--- src/rtl/aes_iter_ctrl_if.sv ---
// Request/response handshake bundle between a system client and aes_iter_ctrl.
interface aes_iter_ctrl_if;
    logic         in_valid;
    logic         in_ready;
    logic [127:0] data_in;
    logic [127:0] key;
    logic         out_valid;
    logic         out_ready;
    logic [127:0] cryptokey;
    logic         busy;

    modport master (
        output in_valid, data_in, key, out_ready,
        input  in_ready, out_valid, cryptokey, busy
    );

    modport slave (
        input  in_valid, data_in, key, out_ready,
        output in_ready, out_valid, cryptokey, busy
    );
endinterface

--- src/rtl/aes_iter_ctrl.sv ---
// Sequencer for a one-round-per-clock AES-128 datapath: owns state/round-key registers,
// steps the external round unit through NR rounds and holds the result under backpressure.
module aes_iter_ctrl #(
    parameter int unsigned NR = 10
) (
    input  logic                 i_clk,
    input  logic                 i_rst_n,
    aes_iter_ctrl_if.slave       bus_if,
    output logic [127:0]         o_dp_st,
    output logic [127:0]         o_dp_rk,
    output logic [7:0]           o_dp_rcon,
    output logic                 o_dp_last,
    output logic [3:0]           o_dp_round,
    input  logic [127:0]         i_dp_rk_next,
    input  logic [127:0]         i_dp_st_next
);
    localparam logic [3:0] LastRound = 4'(NR);

    typedef enum logic [1:0] {StIdle, StRun, StDone} state_e;

    state_e       r_state;
    state_e       w_state_nxt;
    logic [127:0] r_st;
    logic [127:0] w_st_nxt;
    logic [127:0] r_rk;
    logic [127:0] w_rk_nxt;
    logic [7:0]   r_rcon;
    logic [7:0]   w_rcon_nxt;
    logic [3:0]   r_round;
    logic [3:0]   w_round_nxt;

    always_ff @(posedge i_clk or negedge i_rst_n) begin
        if (!i_rst_n) begin
            r_state <= StIdle;
            r_st    <= '0;
            r_rk    <= '0;
            r_rcon  <= '0;
            r_round <= '0;
        end else begin
            r_state <= w_state_nxt;
            r_st    <= w_st_nxt;
            r_rk    <= w_rk_nxt;
            r_rcon  <= w_rcon_nxt;
            r_round <= w_round_nxt;
        end
    end

    always_comb begin
        w_state_nxt = r_state;
        w_st_nxt    = r_st;
        w_rk_nxt    = r_rk;
        w_rcon_nxt  = r_rcon;
        w_round_nxt = r_round;
        case (r_state)
            StIdle: begin
                if (bus_if.in_valid) begin
                    w_st_nxt    = bus_if.data_in ^ bus_if.key;
                    w_rk_nxt    = bus_if.key;
                    w_round_nxt = 4'd1;
                    w_rcon_nxt  = 8'h01;
                    w_state_nxt = StRun;
                end
            end
            StRun: begin
                w_st_nxt   = i_dp_st_next;
                w_rk_nxt   = i_dp_rk_next;
                w_rcon_nxt = {r_rcon[6:0], 1'b0} ^ (r_rcon[7] ? 8'h1b : 8'h00);
                if (r_round == LastRound) begin
                    w_round_nxt = '0;
                    w_state_nxt = StDone;
                end else begin
                    w_round_nxt = r_round + 4'd1;
                end
            end
            // State frozen until the consumer takes the ciphertext.
            StDone: begin
                if (bus_if.out_ready) begin
                    w_state_nxt = StIdle;
                end
            end
            default: w_state_nxt = StIdle;
        endcase
    end

    assign bus_if.in_ready  = (r_state == StIdle);
    assign bus_if.out_valid = (r_state == StDone);
    assign bus_if.busy      = (r_state != StIdle);
    assign bus_if.cryptokey = r_st;

    assign o_dp_st    = r_st;
    assign o_dp_rk    = r_rk;
    assign o_dp_rcon  = r_rcon;
    assign o_dp_round = r_round;
    assign o_dp_last  = (r_state == StRun) && (r_round == LastRound);
endmodule

--- src/flat_wrapper.sv ---
// flat-port wrapper written by rule: the top's interface ports become plain ports
module aes_iter_ctrl_flat 
#(
    parameter int unsigned NR = 10
)
  (i_clk, i_rst_n, o_dp_st, o_dp_rk, o_dp_rcon, o_dp_last, o_dp_round, i_dp_rk_next, i_dp_st_next, bus_if_in_valid, bus_if_data_in, bus_if_key, bus_if_out_ready, bus_if_in_ready, bus_if_out_valid, bus_if_cryptokey, bus_if_busy);
  aes_iter_ctrl_if bus_if_i ();
  input  logic i_clk;
  input  logic i_rst_n;
  output logic [127:0] o_dp_st;
  output logic [127:0] o_dp_rk;
  output logic [7:0] o_dp_rcon;
  output logic o_dp_last;
  output logic [3:0] o_dp_round;
  input  logic [127:0] i_dp_rk_next;
  input  logic [127:0] i_dp_st_next;
  input wire logic [$bits(bus_if_i.in_valid)-1:0] bus_if_in_valid;
  input wire logic [$bits(bus_if_i.data_in)-1:0] bus_if_data_in;
  input wire logic [$bits(bus_if_i.key)-1:0] bus_if_key;
  input wire logic [$bits(bus_if_i.out_ready)-1:0] bus_if_out_ready;
  output wire logic [$bits(bus_if_i.in_ready)-1:0] bus_if_in_ready;
  output wire logic [$bits(bus_if_i.out_valid)-1:0] bus_if_out_valid;
  output wire logic [$bits(bus_if_i.cryptokey)-1:0] bus_if_cryptokey;
  output wire logic [$bits(bus_if_i.busy)-1:0] bus_if_busy;
  assign bus_if_i.in_valid = bus_if_in_valid;
  assign bus_if_i.data_in = bus_if_data_in;
  assign bus_if_i.key = bus_if_key;
  assign bus_if_i.out_ready = bus_if_out_ready;
  assign bus_if_in_ready = bus_if_i.in_ready;
  assign bus_if_out_valid = bus_if_i.out_valid;
  assign bus_if_cryptokey = bus_if_i.cryptokey;
  assign bus_if_busy = bus_if_i.busy;
  aes_iter_ctrl #(.NR(NR)) u_core (.i_clk(i_clk), .i_rst_n(i_rst_n), .bus_if(bus_if_i), .o_dp_st(o_dp_st), .o_dp_rk(o_dp_rk), .o_dp_rcon(o_dp_rcon), .o_dp_last(o_dp_last), .o_dp_round(o_dp_round), .i_dp_rk_next(i_dp_rk_next), .i_dp_st_next(i_dp_st_next));
endmodule
--- config.mk ---
export PLATFORM = sky130hd
export DESIGN_NAME = aes_iter_ctrl_flat
export DESIGN_NICKNAME = d
export VERILOG_FILES = /design/src/rtl/aes_iter_ctrl_if.sv /design/src/rtl/aes_iter_ctrl.sv /design/src/flat_wrapper.sv
export SDC_FILE = /design/constraint.sdc
export NUM_CORES = 1
export LEC_CHECK = 0
export BUFFER_PORTS_ARGS = -buffer_cell sky130_fd_sc_hd__buf_4
export CORE_AREA = 5 5 357 359
export CTS_BUF_LIST = sky130_fd_sc_hd__clkbuf_8
export DETAILED_ROUTE_END_ITERATION = 10
export DIE_AREA = 0 0 362 364
export RECOVER_POWER = 50
export SYNTH_ARGS = -nofsm -noshare
export SYNTH_HDL_FRONTEND = slang
export SYNTH_SLANG_ARGS = --single-unit
--- constraint.sdc ---
create_clock -name i_clk -period 1.5 [get_ports i_clk]
set_input_delay 0.375 -clock i_clk [delete_from_list [all_inputs] [get_ports i_clk]]
set_output_delay 0.375 -clock i_clk [all_outputs]
set_load 0.05 [all_outputs]
Yosys cells after proc, flatten, opt, wreduce, memory -nomap -nowiden
Index checks and enable logic that the tools add are counted.
- bitwise gates (word level): 2
- add/subtract/negate cells: 1
- equal/unequal tests: 6
- multiplexer cells: 14
- reductions and logical operators: 6
- operator list (cell ; count):
    one-hot mux 128 bit (2 select lines) ; 2
    2-to-1 mux 128 bit ; 2
    XOR 128 bit ; 1
    one-hot mux 8 bit (2 select lines) ; 1
    2-to-1 mux 4 bit ; 2
    2-to-1 mux 8 bit ; 1
    one-hot mux 4 bit (2 select lines) ; 1
    XOR 8 bit ; 1
    2-to-1 mux 2 bit ; 3
    one-hot mux 2 bit (3 select lines) ; 1
    2-to-1 mux 5 bit ; 1
    adder 4 x 1 -> 4 bit, second input constant ; 1
    equality test 4 bit, second input constant ; 1
    != test 2 bit, second input constant ; 2
    nonzero test 2 bit ; 2
    AND reduction 3 bit ; 1
    equality test 2 x 1 -> 1 bit, second input constant ; 1
    equality test 2 bit, second input constant ; 1
    zero test 2 bit ; 1
    != test 2 x 1 -> 1 bit, second input constant ; 1
    AND reduction 2 bit ; 1
    logical AND 1 bit ; 1
- bits of input ports: 516
- flip-flop bits (word level): 270
- output and inout bits: 400
- word-level logic and storage cells: 34

Logic depth before layout (Yosys ltp)
Gate-level depths: netlist of the first run.
- word-level depth: 3
- gate-level depth with buffers: 7
- depth with buffers taken out: 5

Worst setup path before layout of the first run
Ideal clock, no wire load.
- kind: reg-to-output
- start: register u_core.r_round[1] (netlist: u_core.o_dp_round[1])
- end: output port o_dp_last
- slack: -644 ps
- required time: 1125 ps
- buffers on the path: 0
- arrival time: 1769 ps
- cell stages (with the launch flop): 4
- cells stage by stage: dfrtp_1 -> ha_1 -> nand3b_1 -> nor2_1
- word-level cells in the longest chain between the ends: 2
- RTL lines (item ; line ; source):
    start: declaration ; aes_iter_ctrl.sv:29 ; logic [3:0] r_round;
    start signal: assignment ; aes_iter_ctrl.sv:44 ; r_round <= w_round_nxt;
    equality test 4 bit ; aes_iter_ctrl.sv:94 ; assign o_dp_last = (r_state == StRun) && (r_round == LastRound);
    logical AND 1 bit ; aes_iter_ctrl.sv:94 ;
    end: declaration ; flat_wrapper.sv:13 ; output logic o_dp_last;
Every way passes these cells.

Worst setup path in the final report of the first run
- start: register u_core.r_state[0]
- end: output port bus_if_in_ready
- word-level cells in the longest chain between the ends: 1
- RTL lines (item ; line ; source):
    start: declaration ; aes_iter_ctrl.sv:21 ; state_e r_state;
    start signal: assignment ; aes_iter_ctrl.sv:34 ; r_state <= StIdle;
    start signal: assignment ; aes_iter_ctrl.sv:40 ; r_state <= w_state_nxt;
    zero test 2 bit ; aes_iter_ctrl.sv:85 ; assign bus_if.in_ready = (r_state == StIdle);
    end: declaration ; flat_wrapper.sv:21 ; output wire logic [$bits(bus_if_i.in_ready)-1:0] bus_if_in_ready;
Every way passes these cells.

==> results of run 1 <==
[routing by layer]
layer	vias to the layer above	wire length [um]	part of all wire	GRT usage
li1	8533	-	-	-
met1	9532	50680	0.40	0.2113
met2	1356	55610	0.44	0.2597
met3	326	13240	0.10	0.06179
met4	18	7599	0.060	0.08081
met5	-	112	0.00088	0
[cell type report]
type	instances	area, sq um	area share
Sequential cell	270	6899	0.1972
Inverter	5	22.52	0.0006438
Multi-Input combinational cell	1151	6869	0.1963
Timing Repair Buffer	1723	17910	0.5120
Clock buffer	75	1032	0.02951
Clock inverter	23	181.4	0.005186
Tap cell	1637	2048	0.05855
Antenna cell	8	20.02	0.0005722
[sequential cells by signal, indices dropped and copies added, names as in the netlist]
register / count
u_core.o_dp_round: 4
u_core.r_state: 2
u_core.o_dp_rk: 128
u_core.o_dp_rcon: 8
u_core.bus_if.cryptokey: 128
[power groups by stage]
stage               sequential, mW  clock (mW)  combinational (mW)
floorplan                     26.7           0                19.0
global placement              15.4           0                50.5
detailed placement            15.5           0                50.6
CTS                           16.9        9.09                60.0
global route                  17.8        9.38                69.1
finish                        17.4        8.81                66.7
[worst max-delay path: cells and delay by family, from the launching register on]
| kind | cells | cell delay [ns] |
|---|---|---|
| flops | 1 | 0.44 |
| buf+inv | 3 | 0.37 |
| simple gates | 1 | 0.25 |
[worst min path at each step]
| stage | from | slack [ns] | endpoint |
|---|---|---|---|
| 2_1_floorplan | i_rst_n | 0.08 | u_core.bus_if.cryptokey[0]$_DFFE_PN0P_ |
| 3_3_place_gp | i_rst_n | 0.23 | u_core.o_dp_rk[82]$_DFFE_PN0P_ |
| 3_5_place_dp | i_rst_n | 0.23 | u_core.o_dp_rk[82]$_DFFE_PN0P_ |
| 4_1_cts | bus_if_data_in[5] | 0.003 | u_core.bus_if.cryptokey[5]$_DFFE_PN0P_ |
| 5_1_grt | bus_if_data_in[5] | 0.05 | u_core.bus_if.cryptokey[5]$_DFFE_PN0P_ |
| 6_report | bus_if_data_in[5] | 0.10 | u_core.bus_if.cryptokey[5]$_DFFE_PN0P_ |
[stage by stage]
step / total power [mW] / setup slack (ns)
floorplan: 45.72 / -0.1316
global placement: 65.89 / -0.2230
detailed placement: 66.14 / -0.2349
CTS: 86.05 / -0.7612
global route: 96.32 / -0.7643
finish: 92.94 / -0.6771
[logic make-up (layout without fill, tap and decap cells)]
logic type	Yosys count	count (layout)	share of synthesized area
buffers and inverters	249	1826	0.1136
flip-flops	270	270	0.4754
adder cells (fa/ha/maj)	2	2	0.001760
AND/OR/NAND/NOR	639	639	0.1731
other	0	8	0
XOR/XNOR	131	131	0.08072
AO/OA/AOI/OAI	379	379	0.1555
[placed cells by master (no fill, tap or decap), types with 8 or more instances in the layout]
| cell | count |
|---|---|
| sky130_fd_sc_hd__o21ai_2 | 49 |
| sky130_fd_sc_hd__buf_8 | 91 |
| sky130_fd_sc_hd__nand3b_1 | 8 |
| sky130_fd_sc_hd__xor2_1 | 104 |
| sky130_fd_sc_hd__o21ai_1 | 66 |
| sky130_fd_sc_hd__clkbuf_16 | 29 |
| sky130_fd_sc_hd__clkbuf_8 | 75 |
| sky130_fd_sc_hd__o21ai_0 | 96 |
| sky130_fd_sc_hd__nor2_2 | 19 |
| sky130_fd_sc_hd__dfrtp_2 | 114 |
| sky130_fd_sc_hd__nor2_1 | 205 |
| sky130_fd_sc_hd__dlygate4sd3_1 | 497 |
| sky130_fd_sc_hd__diode_2 | 8 |
| sky130_fd_sc_hd__buf_12 | 73 |
| sky130_fd_sc_hd__a31oi_4 | 14 |
| sky130_fd_sc_hd__xnor2_1 | 27 |
| sky130_fd_sc_hd__nand2_1 | 320 |
| sky130_fd_sc_hd__a221o_2 | 10 |
| sky130_fd_sc_hd__nand2_4 | 27 |
| sky130_fd_sc_hd__buf_16 | 20 |
| sky130_fd_sc_hd__a31oi_1 | 108 |
| sky130_fd_sc_hd__dfrtp_1 | 156 |
| sky130_fd_sc_hd__nand2_2 | 25 |
| sky130_fd_sc_hd__inv_1 | 11 |
| sky130_fd_sc_hd__buf_6 | 328 |
| sky130_fd_sc_hd__nor2_4 | 27 |
| sky130_fd_sc_hd__buf_4 | 681 |
[timing repair]
action,in CTS,in global routing
hold buffers,497,0
pin swaps,8,43
resized for setup,683,389
buffers inserted,68,56
endpoints found under the hold margin,511,0
endpoints found under the setup margin,663,667
gates cloned,14,39
==> key figures, run 1 <==
Run status
  • Result of the run: finished with violations
  • Violated checks: setup timing

Final layout
  • Synthesis-to-finish area growth: 146.1%
  • Final core area utilization: 0.2833
  • Fin nets: around 3700
  • Cell area after layout: 0.03498 sq mm
  • Non-filler cells, final: 4892
  • Share of cells above drive strength 1: 0.4986
  • Number of inserted filler cells in the final layout: 12400

Worst setup path
  • Arrival time at the worst endpoint: 1.80 ns
  • Worst setup path endpoint: bus_if_in_ready
  • Reg-to-reg critical path startpoint: u_core.r_state[0]$_DFFE_PN0P_
  • Crit-path cells: buf_12, or2_4, clkinvlp_4, buf_8
  • CP Data Required Time: 1.12 ns
  • Crit start category: register
  • CP Capture Type: output port
  • CP max FO: 4
  • Logic depth of the worst register-to-register path: 9
  • Endpoint of the lowest-slack register-to-register path: u_core.bus_if.cryptokey[57]$_DFFE_PN0P_
  • Crit path max-delay cell type: sky130_fd_sc_hd__dfrtp_2
  • Worst Path Class, Setup: reg -> out
  • Internal reg-to-reg setup slack: -0.41 ns
  • Beginning of the critical path: u_core.r_state[0]$_DFFE_PN0P_
  • Slowest cell delay on critical path: between 0.4 and 0.5 ns

Die
  • IO Count: 916
  • Die footprint: 0.1318 sq mm
  • Standard cell core area: 0.1235 sq mm
  • Width of the chip: 362 um
  • Die H: 364 um
  • Initial core utilization: 0.1151
  • Num rows: 129

STA
  • Transition time at the pin with the least slew margin: roughly 1.4 ns
  • Max-slew violation count: 0
  • Clock tree skew after final layout: 0.05014 ns
  • FMAX: 459.3 MHz
  • Final setup margin: -0.6771 ns
  • Crit path time final: 2.177 ns
  • Hold violation count in the final report: 0
  • Final sum of negative setup slack: -180.42 ns
  • RSZ-0062 raised after global routing: yes
  • Endpoints failing setup: 906
  • Period utilisation layout: 1.451
  • Worst slew slack as a fraction of its limit: 0.08844
  • Hold slack final: 0.1029 ns

Min path
  • Hold path depth: 4
  • Worst Hold Class: in -> reg

Yosys
  • Commonest cells post-synth: sky130_fd_sc_hd__nand2_1, sky130_fd_sc_hd__dfrtp_1, sky130_fd_sc_hd__nor2_1
  • Most area-hungry cell type in the Yosys netlist: sky130_fd_sc_hd__dfrtp_1
  • Synthesized Nets: 2188
  • Count leader, synth: sky130_fd_sc_hd__nand2_1
  • Count of flip-flops with a built-in enable after synthesis: 0
  • Fraction of post-synthesis cell area in the top cell type by area: 0.4754
  • Synth Area per Inst: between 8 and 9 sq um
  • Gate Count Post-Synth: approximately 1700
  • Sequential-to-total area share from yosys stat: 0.4754
  • Async set-or-reset flop fraction in the synthesized netlist: 1.000
  • Primary flip-flop cell chosen by synthesis mapping: sky130_fd_sc_hd__dfrtp_1
  • Post-synth cell types: 35
  • Top post-synthesis cells by area: sky130_fd_sc_hd__dfrtp_1, sky130_fd_sc_hd__nand2_1, sky130_fd_sc_hd__buf_4, sky130_fd_sc_hd__nor2_1, sky130_fd_sc_hd__xor2_1
  • Synthesis-stage register bit count: 270
  • Synth Warn #: 0
  • Cell area after technology mapping: 0.01421 sq mm

Power and ir drop
  • Switching power of the nets: 50.54 mW
  • VDD IR-drop max: 0.001651 V
  • Switching power share of the total: 0.5438
  • Combinational group share of total power: 0.717
  • Leak: 15.77 nW
  • Share of power burned in the clock network: 0.095
  • Seq pwr share: 0.188
  • Pwr per Cell Area: 2656 mW/mm^2
  • Cell-internal power: 42.40 mW

Routing
  • Drt wl/cell: about 26 um
  • Average vias per placed instance: 4.040
  • Number of search-and-repair iterations in the first detailed-routing pass: 6
  • Antenna-violating nets left: 0
  • Routed via count: 19770
  • DR iter-0 viols: 1937
  • Final WL: 127200 um
  • Final routed DRC violation total: 0

Clock network
  • Clock root cell: sky130_fd_sc_hd__clkbuf_8
  • Number of clock sinks: between 200 and 300
  • Clock input transition at the sequential cells of the worst setup and hold paths: 0.06 ns
  • Largest buffer count on any clock path: 3
  • Worst-skew pair later-pin latency: 0.72 ns
  • H-Tree Level Count: 2
  • Clock tree from TritonCTS: yes
  • Number of buffers added by the clock tree synthesis step: 53

Place
  • Placed cell area: roughly 0.023 sq mm
  • Count of port buffers added during placement: 915
  • Placed Cells incl. Taps: 4123
  • Routability congestion estimate: about 0.95
  • HPWL after detailed placement: 92040 um

Global route
  • Initial antenna violation count: 29
  • GRT overflow: 0
  • Global routing usage summed across all routing layers: 0.1694
  • Largest net degree at the start of global routing: between 50 and 60
  • Vias in the first global route: 19360
  • First-pass GRT wire length: 157200 um

Job
  • MaxCap Viol Count: 0
No activity file was read; power rests on OpenSTA's default activity.
==> run 2, diff against run 1 <==
Settings changed: CORE_AREA 5 5 357 359 to 5 5 351 353, DIE_AREA 0 0 362 364 to 0 0 356 358.
Clock period 1.5 ns to 2.5 ns, I/O delays scaled along.
==> key figures, run 2 (synthesis results as in run 1) <==
Global route
  • Global routing's busiest layer: met2
  • Global-route track usage on met1: 0.1875
  • Global routing usage summed across all routing layers: 0.1453
  • First-pass GRT wire length: roughly 130000 um
  • Initial antenna violation count: 25
  • GRT overflow: 0
  • GR Util met3: 0.06139
  • Largest net degree at the start of global routing: 111
  • Met2 Track Usage GR: 0.2254
  • Vias in the first global route: 15160

Clock network
  • Largest buffer count on any clock path: 3
  • Worst-skew pair later-pin latency: a little under 0.7 ns
  • Number of clock sinks: 270
  • Clock root cell: sky130_fd_sc_hd__clkbuf_8
  • Clock tree from TritonCTS: yes
  • Clock input transition at the sequential cells of the worst setup and hold paths: ~0.060 ns
  • H-Tree Level Count: 2
  • Number of buffers added by the clock tree synthesis step: 51

Min path
  • Worst Hold Class: in -> reg
  • Hold path depth: 2

Routing
  • Antenna-violating nets left: 0
  • Drt wl/cell: about 24 um
  • Final routed DRC violation total: 0
  • Final WL: a little under 100000 um
  • Number of search-and-repair iterations in the first detailed-routing pass: 5
  • Average vias per placed instance: 3.728
  • Routed via count: 15360
  • DR iter-0 viols: ~1200

Worst setup path
  • CP Data Required Time: 1.88 ns
  • CP max FO: 2
  • Crit start category: register
  • Logic depth of the worst register-to-register path: 6
  • Worst Path Class, Setup: reg -> out
  • Arrival time at the worst endpoint: 1.78 ns
  • Endpoint of the lowest-slack register-to-register path: u_core.bus_if.cryptokey[94]$_DFFE_PN0P_
  • Internal reg-to-reg setup slack: about 0.14 ns
  • Reg-to-reg critical path startpoint: u_core.r_state[1]$_DFFE_PN0P_
  • CP Capture Type: output port
  • Beginning of the critical path: u_core.o_dp_round[0]$_DFFE_PN0P_
  • Worst setup path endpoint: o_dp_last

STA
  • Transition time at the pin with the least slew margin: 1.233 ns
  • Final setup margin: 0.09866 ns
  • Period utilisation layout: 0.9605
  • Hold violation count in the final report: 0
  • RSZ-0062 raised after global routing: yes
  • Final sum of negative setup slack: 0 ns
  • Endpoints failing setup: 0
  • Max-slew violation count: 0
  • Worst slew slack as a fraction of its limit: 0.1763
  • FMAX: 416.4 MHz
  • Crit path time final: ~2.4 ns
  • Clock tree skew after final layout: about 0.046 ns

Run status
  • Result of the run: complete, no violations

Power and ir drop
  • Pwr per Cell Area: 1818 mW/mm^2
  • VDD IR-drop max: 0.0007700 V
  • Leak: 10.83 nW
  • Total power consumption of the routed design: 42.24 mW

Final layout
  • Leading cell type in the layout, fill and taps excluded: sky130_fd_sc_hd__buf_4
  • Non-filler cells, final: ~4100
  • Number of inserted filler cells in the final layout: around 13000
  • Share of cells above drive strength 1: 0.4200
  • Synthesis-to-finish area growth: 63.46%
  • Leading cell types in the layout, fill and taps excluded: sky130_fd_sc_hd__buf_4, sky130_fd_sc_hd__nand2_1, sky130_fd_sc_hd__dfrtp_1
  • Fin nets: slightly below 3000

Die
  • Standard cell core area: 0.1195 sq mm
  • Num rows: 127
  • Die footprint: 0.1274 sq mm
  • IO Count: about 900
  • Initial core utilization: 0.1189
  • Die H: 358 um
  • Width of the chip: roughly 360 um

Place
  • HPWL after detailed placement: 82720 um
  • Placed Cells incl. Taps: roughly 4000
  • Post-place setup slack: slightly below 0.6 ns
  • Count of port buffers added during placement: approximately 900
  • Routability congestion estimate: 0.9089

Job
  • MaxCap Viol Count: 0
run 2: changes by cell type in the layout (fill, tap and decap cells not counted), moves of 57 or more:
cell                            change
sky130_fd_sc_hd__buf_12            -57
sky130_fd_sc_hd__o21ai_1           -61
sky130_fd_sc_hd__dfrtp_2          -113
sky130_fd_sc_hd__dfrtp_1          +113
sky130_fd_sc_hd__dlygate4sd3_1    -496
sky130_fd_sc_hd__buf_8             -91
sky130_fd_sc_hd__o21ai_0          +113
sky130_fd_sc_hd__buf_4            +252
sky130_fd_sc_hd__buf_6            -324
run 2: through the flow:
step                cell area (sq um)  utilization  hold WS [ns]
finish                          23230       0.1944        0.1723
CTS                             23340       0.1953       0.06125
global route                    23220       0.1943       0.08914
global placement                22240       0.1861        0.4769
detailed placement              22240       0.1861        0.5001
floorplan                       14210            -        0.3294
run 2: critical path, cell delays in order, from the launching register on:
cell and delay, ns:
sky130_fd_sc_hd__dfrtp_1 0.40, sky130_fd_sc_hd__inv_2 0.07, sky130_fd_sc_hd__ha_1 0.14, sky130_fd_sc_hd__nand3b_1 0.12, sky130_fd_sc_hd__nor2_2 0.19, sky130_fd_sc_hd__buf_6 0.18
run 2: area by class of cell:
type                            instances  area (sq um)  area share
Clock buffer                           63         867.1     0.03732
Inverter                                5         18.77   0.0008078
Antenna cell                            9         22.52   0.0009694
Tap cell                             1612          2017     0.08681
Multi-Input combinational cell       1151          5854      0.2520
Clock inverter                         27         172.7    0.007432
Sequential cell                       270          6758      0.2909
Timing Repair Buffer                  984          7523      0.3238
run 2: repair_timing:
item                                    4_1_cts  5_1_grt
endpoints found under the hold margin        44        0
pin swaps                                     1        1
hold buffers                                  1        0
buffers inserted                              4        5
endpoints found under the setup margin        3        2
resized for setup                             7        0
run 2: worst min-delay path by stage:
| stage | start | to | slack, ns |
|---|---|---|---|
| floorplan | i_rst_n | u_core.bus_if.cryptokey[0]$_DFFE_PN0P_ | 0.33 |
| global placement | u_core.o_dp_rk[127]$_DFFE_PN0P_ | u_core.o_dp_rk[127]$_DFFE_PN0P_ | 0.48 |
| detailed placement | u_core.bus_if.cryptokey[30]$_DFFE_PN0P_ | u_core.bus_if.cryptokey[30]$_DFFE_PN0P_ | 0.50 |
| CTS | i_dp_st_next[126] | u_core.bus_if.cryptokey[126]$_DFFE_PN0P_ | 0.06 |
| global route | i_dp_st_next[120] | u_core.bus_if.cryptokey[120]$_DFFE_PN0P_ | 0.09 |
| finish | i_dp_st_next[126] | u_core.bus_if.cryptokey[126]$_DFFE_PN0P_ | 0.17 |
run 2: layer usage:
layer,share of wire,wire length (um)
met1,0.42,41250
met2,0.45,44570
met3,0.11,10380
met4,0.024,2360
met5,0.0014,139
run 2: power by group:
group          switching [mW]  internal, mW
Combinational            21.1          7.55
Sequential               2.28          6.73
Clock                    2.15          2.46
Total                    25.5          16.7
==> run 3, diff against run 2 <==
Settings changed: ABC_AREA from default to 1, CORE_AREA 5 5 351 353 to 5 5 353 355, DIE_AREA 0 0 356 358 to 0 0 358 360.
==> key figures, run 3 <==
Run status
  • Result of the run: finished with violations
  • Violated checks: capacitance limit, slew limit

Worst setup path
  • CP Capture Type: output port
  • Logic depth of the worst register-to-register path: 8
  • Beginning of the critical path: u_core.o_dp_round[0]$_DFFE_PN0P_
  • CP max FO: 2
  • Crit start category: register
  • Arrival time at the worst endpoint: around 1.8 ns
  • Endpoint of the lowest-slack register-to-register path: u_core.bus_if.cryptokey[71]$_DFFE_PN0P_
  • Worst Path Class, Setup: reg -> out
  • Worst setup path endpoint: o_dp_last
  • Internal reg-to-reg setup slack: 0.18 ns
  • Reg-to-reg critical path startpoint: u_core.r_state[1]$_DFFE_PN0P_
  • CP Data Required Time: 1.88 ns

STA
  • Endpoints failing setup: 0
  • Worst slew slack as a fraction of its limit: -0.3180
  • Clock tree skew after final layout: 0.01523 ns
  • Crit path time final: 2.387 ns
  • Hold violation count in the final report: 0
  • FMAX: 418.9 MHz
  • Final sum of negative setup slack: 0 ns
  • Final setup margin: 0.1130 ns
  • RSZ-0062 raised after global routing: yes
  • Period utilisation layout: 0.9548
  • Transition time at the pin with the least slew margin: 1.977 ns
  • Max-slew violation count: 45

Power and ir drop
  • Leak: 14.10 nW
  • VDD IR-drop max: ~0.00074 V
  • Pwr per Cell Area: roughly 1600 mW/mm^2

Yosys
  • Sequential-to-total area share from yosys stat: 0.4223
  • Fraction of post-synthesis cell area in the top cell type by area: 0.4223
  • Commonest cells post-synth: sky130_fd_sc_hd__nand2_1, sky130_fd_sc_hd__nand3_1, sky130_fd_sc_hd__inv_1
  • Synth Warn #: 0
  • Synthesized Nets: 2890
  • Cell area after technology mapping: 0.01600 sq mm
  • Count leader, synth: sky130_fd_sc_hd__nand2_1
  • Primary flip-flop cell chosen by synthesis mapping: sky130_fd_sc_hd__dfrtp_1
  • Count of flip-flops with a built-in enable after synthesis: 0
  • Post-synth cell types: 18
  • Async set-or-reset flop fraction in the synthesized netlist: 1.000
  • Gate Count Post-Synth: 2372
  • Top post-synthesis cells by area: sky130_fd_sc_hd__dfrtp_1, sky130_fd_sc_hd__nand2_1, sky130_fd_sc_hd__nand3_1, sky130_fd_sc_hd__inv_1, sky130_fd_sc_hd__buf_4
  • Synth Area per Inst: 6.744 sq um
  • Most area-hungry cell type in the Yosys netlist: sky130_fd_sc_hd__dfrtp_1
  • Synthesis-stage register bit count: 270

Routing
  • DR iter-0 viols: ~1400
  • Drt wl/cell: 21.85 um
  • Average vias per placed instance: 3.759
  • Final WL: 105600 um
  • Antenna-violating nets left: 0
  • Final routed DRC violation total: 0
  • Number of search-and-repair iterations in the first detailed-routing pass: 6
  • Routed via count: 18170

Place
  • HPWL after detailed placement: roughly 88000 um
  • Placed cell area: approximately 0.024 sq mm
  • Placed Cells incl. Taps: 4727
  • Post-place setup slack: 0.3566 ns
  • Count of port buffers added during placement: 915
  • Routability congestion estimate: 0.8978

Global route
  • First-pass GRT wire length: 142100 um
  • Initial antenna violation count: 13
  • GRT overflow: 0
  • Largest net degree at the start of global routing: 93
  • Global routing usage summed across all routing layers: 0.1560
  • Vias in the first global route: 17710

Final layout
  • Leading cell types in the layout, fill and taps excluded: sky130_fd_sc_hd__buf_4, sky130_fd_sc_hd__nand2_1, sky130_fd_sc_hd__nand3_1
  • Final core area utilization: 0.2084
  • Synthesis-to-finish area growth: 57.75%
  • Fin nets: 3682
  • Leading cell type in the layout, fill and taps excluded: sky130_fd_sc_hd__buf_4
  • Non-filler cells, final: 4834
  • Share of cells above drive strength 1: 0.3337
  • Cell area after layout: 0.02524 sq mm

Die
  • IO Count: 916
  • Initial core utilization: 0.1321
  • Width of the chip: approximately 360 um
  • Standard cell core area: 0.1211 sq mm
  • Num rows: 128
  • Die footprint: 0.1289 sq mm
  • Die H: 360 um

Clock network
  • Clock root cell: sky130_fd_sc_hd__clkbuf_8
  • H-Tree Level Count: 2
  • Clock tree from TritonCTS: yes
  • Number of clock sinks: 270
  • Worst-skew pair later-pin latency: 0.68 ns
  • Clock input transition at the sequential cells of the worst setup and hold paths: 0.05 ns
  • Number of buffers added by the clock tree synthesis step: 54
  • Largest buffer count on any clock path: 3

Job
  • MaxCap Viol Count: 1

Min path
  • Worst Hold Class: in -> reg
## run 3: worst max-delay path, stage by stage, from the launching register on
cell	delay (ns)
sky130_fd_sc_hd__dfrtp_1	0.38
sky130_fd_sc_hd__inv_2	0.08
sky130_fd_sc_hd__ha_4	0.14
sky130_fd_sc_hd__nand2_4	0.05
sky130_fd_sc_hd__nor2_4	0.11
sky130_fd_sc_hd__nand2_4	0.09
sky130_fd_sc_hd__inv_4	0.07
sky130_fd_sc_hd__buf_8	0.14
## run 3: per-layer routing
layer | global-route usage | up-vias | part of all wire
met2 | 0.2530 | 770 | 0.46
met3 | 0.04127 | 111 | 0.078
li1 | - | 8686 | -
met5 | 0 | - | 0.00094
met1 | 0.2096 | 8592 | 0.44
met4 | 0.03097 | 12 | 0.019
## run 3: cells by family (layout without fill, tap and decap cells)
| logic type | count (synthesis) | count (layout) | synth area share |
|---|---|---|---|
| flops | 270 | 270 | 0.4223 |
| simple gates | 1444 | 1444 | 0.3799 |
| buf+inv | 643 | 1474 | 0.1916 |
| other cells | 0 | 6 | 0 |
| fa+ha+maj | 2 | 2 | 0.001564 |
| compound gates | 13 | 13 | 0.004536 |
## run 3: timing repair
item | in CTS | in global routing
endpoints found under the setup margin | 3 | 1
setup buffers | 5 | 0
resized for setup | 14 | 0
hold buffers | 1 | 0
pin swaps | 3 | 2
endpoints found under the hold margin | 34 | 0
## run 3: area by class of cell
type,instances,area [sq um]
repair buffers,977,7471
well taps,1625,2033
diodes,6,15.01
multi-input cells,1459,6221
clock inverters,23,229.0
clock buffers,72,991.0
fillers,13750,95840
flip-flops and latches,270,6756
inverters,402,1520
## run 3: worst min-delay path by stage
stage	startpoint	endpoint	slack (ns)	depth (start not counted)
detailed placement	u_core.o_dp_rk[8]$_DFFE_PN0P_	u_core.o_dp_rk[8]$_DFFE_PN0P_	0.47	2
finish	bus_if_out_ready	u_core.r_state[1]$_DFFE_PN0P_	0.14	2
floorplan	i_rst_n	u_core.bus_if.cryptokey[0]$_DFFE_PN0P_	0.33	0
global route	bus_if_out_ready	u_core.r_state[1]$_DFFE_PN0P_	0.04	2
CTS	bus_if_out_ready	u_core.r_state[1]$_DFFE_PN0P_	0.01	2
global placement	u_core.o_dp_rk[71]$_DFFE_PN0P_	u_core.o_dp_rk[71]$_DFFE_PN0P_	0.47	2
## run 3: through the flow
stage | hold slack (ns) | power [mW]
2_1_floorplan | 0.3294 | 24.97
3_5_place_dp | 0.4706 | 35.05
6_report | 0.1399 | 39.78
3_3_place_gp | 0.4670 | 34.96
4_1_cts | 0.01003 | 40.71
5_1_grt | 0.03992 | 41.75
## run 3: report_power, final
group / switching, mW / total, mW / internal (mW)
combinational: 19.3 / 25.8 / 6.47
clock: 2.29 / 5.35 / 3.06
sequential: 2.25 / 8.67 / 6.43
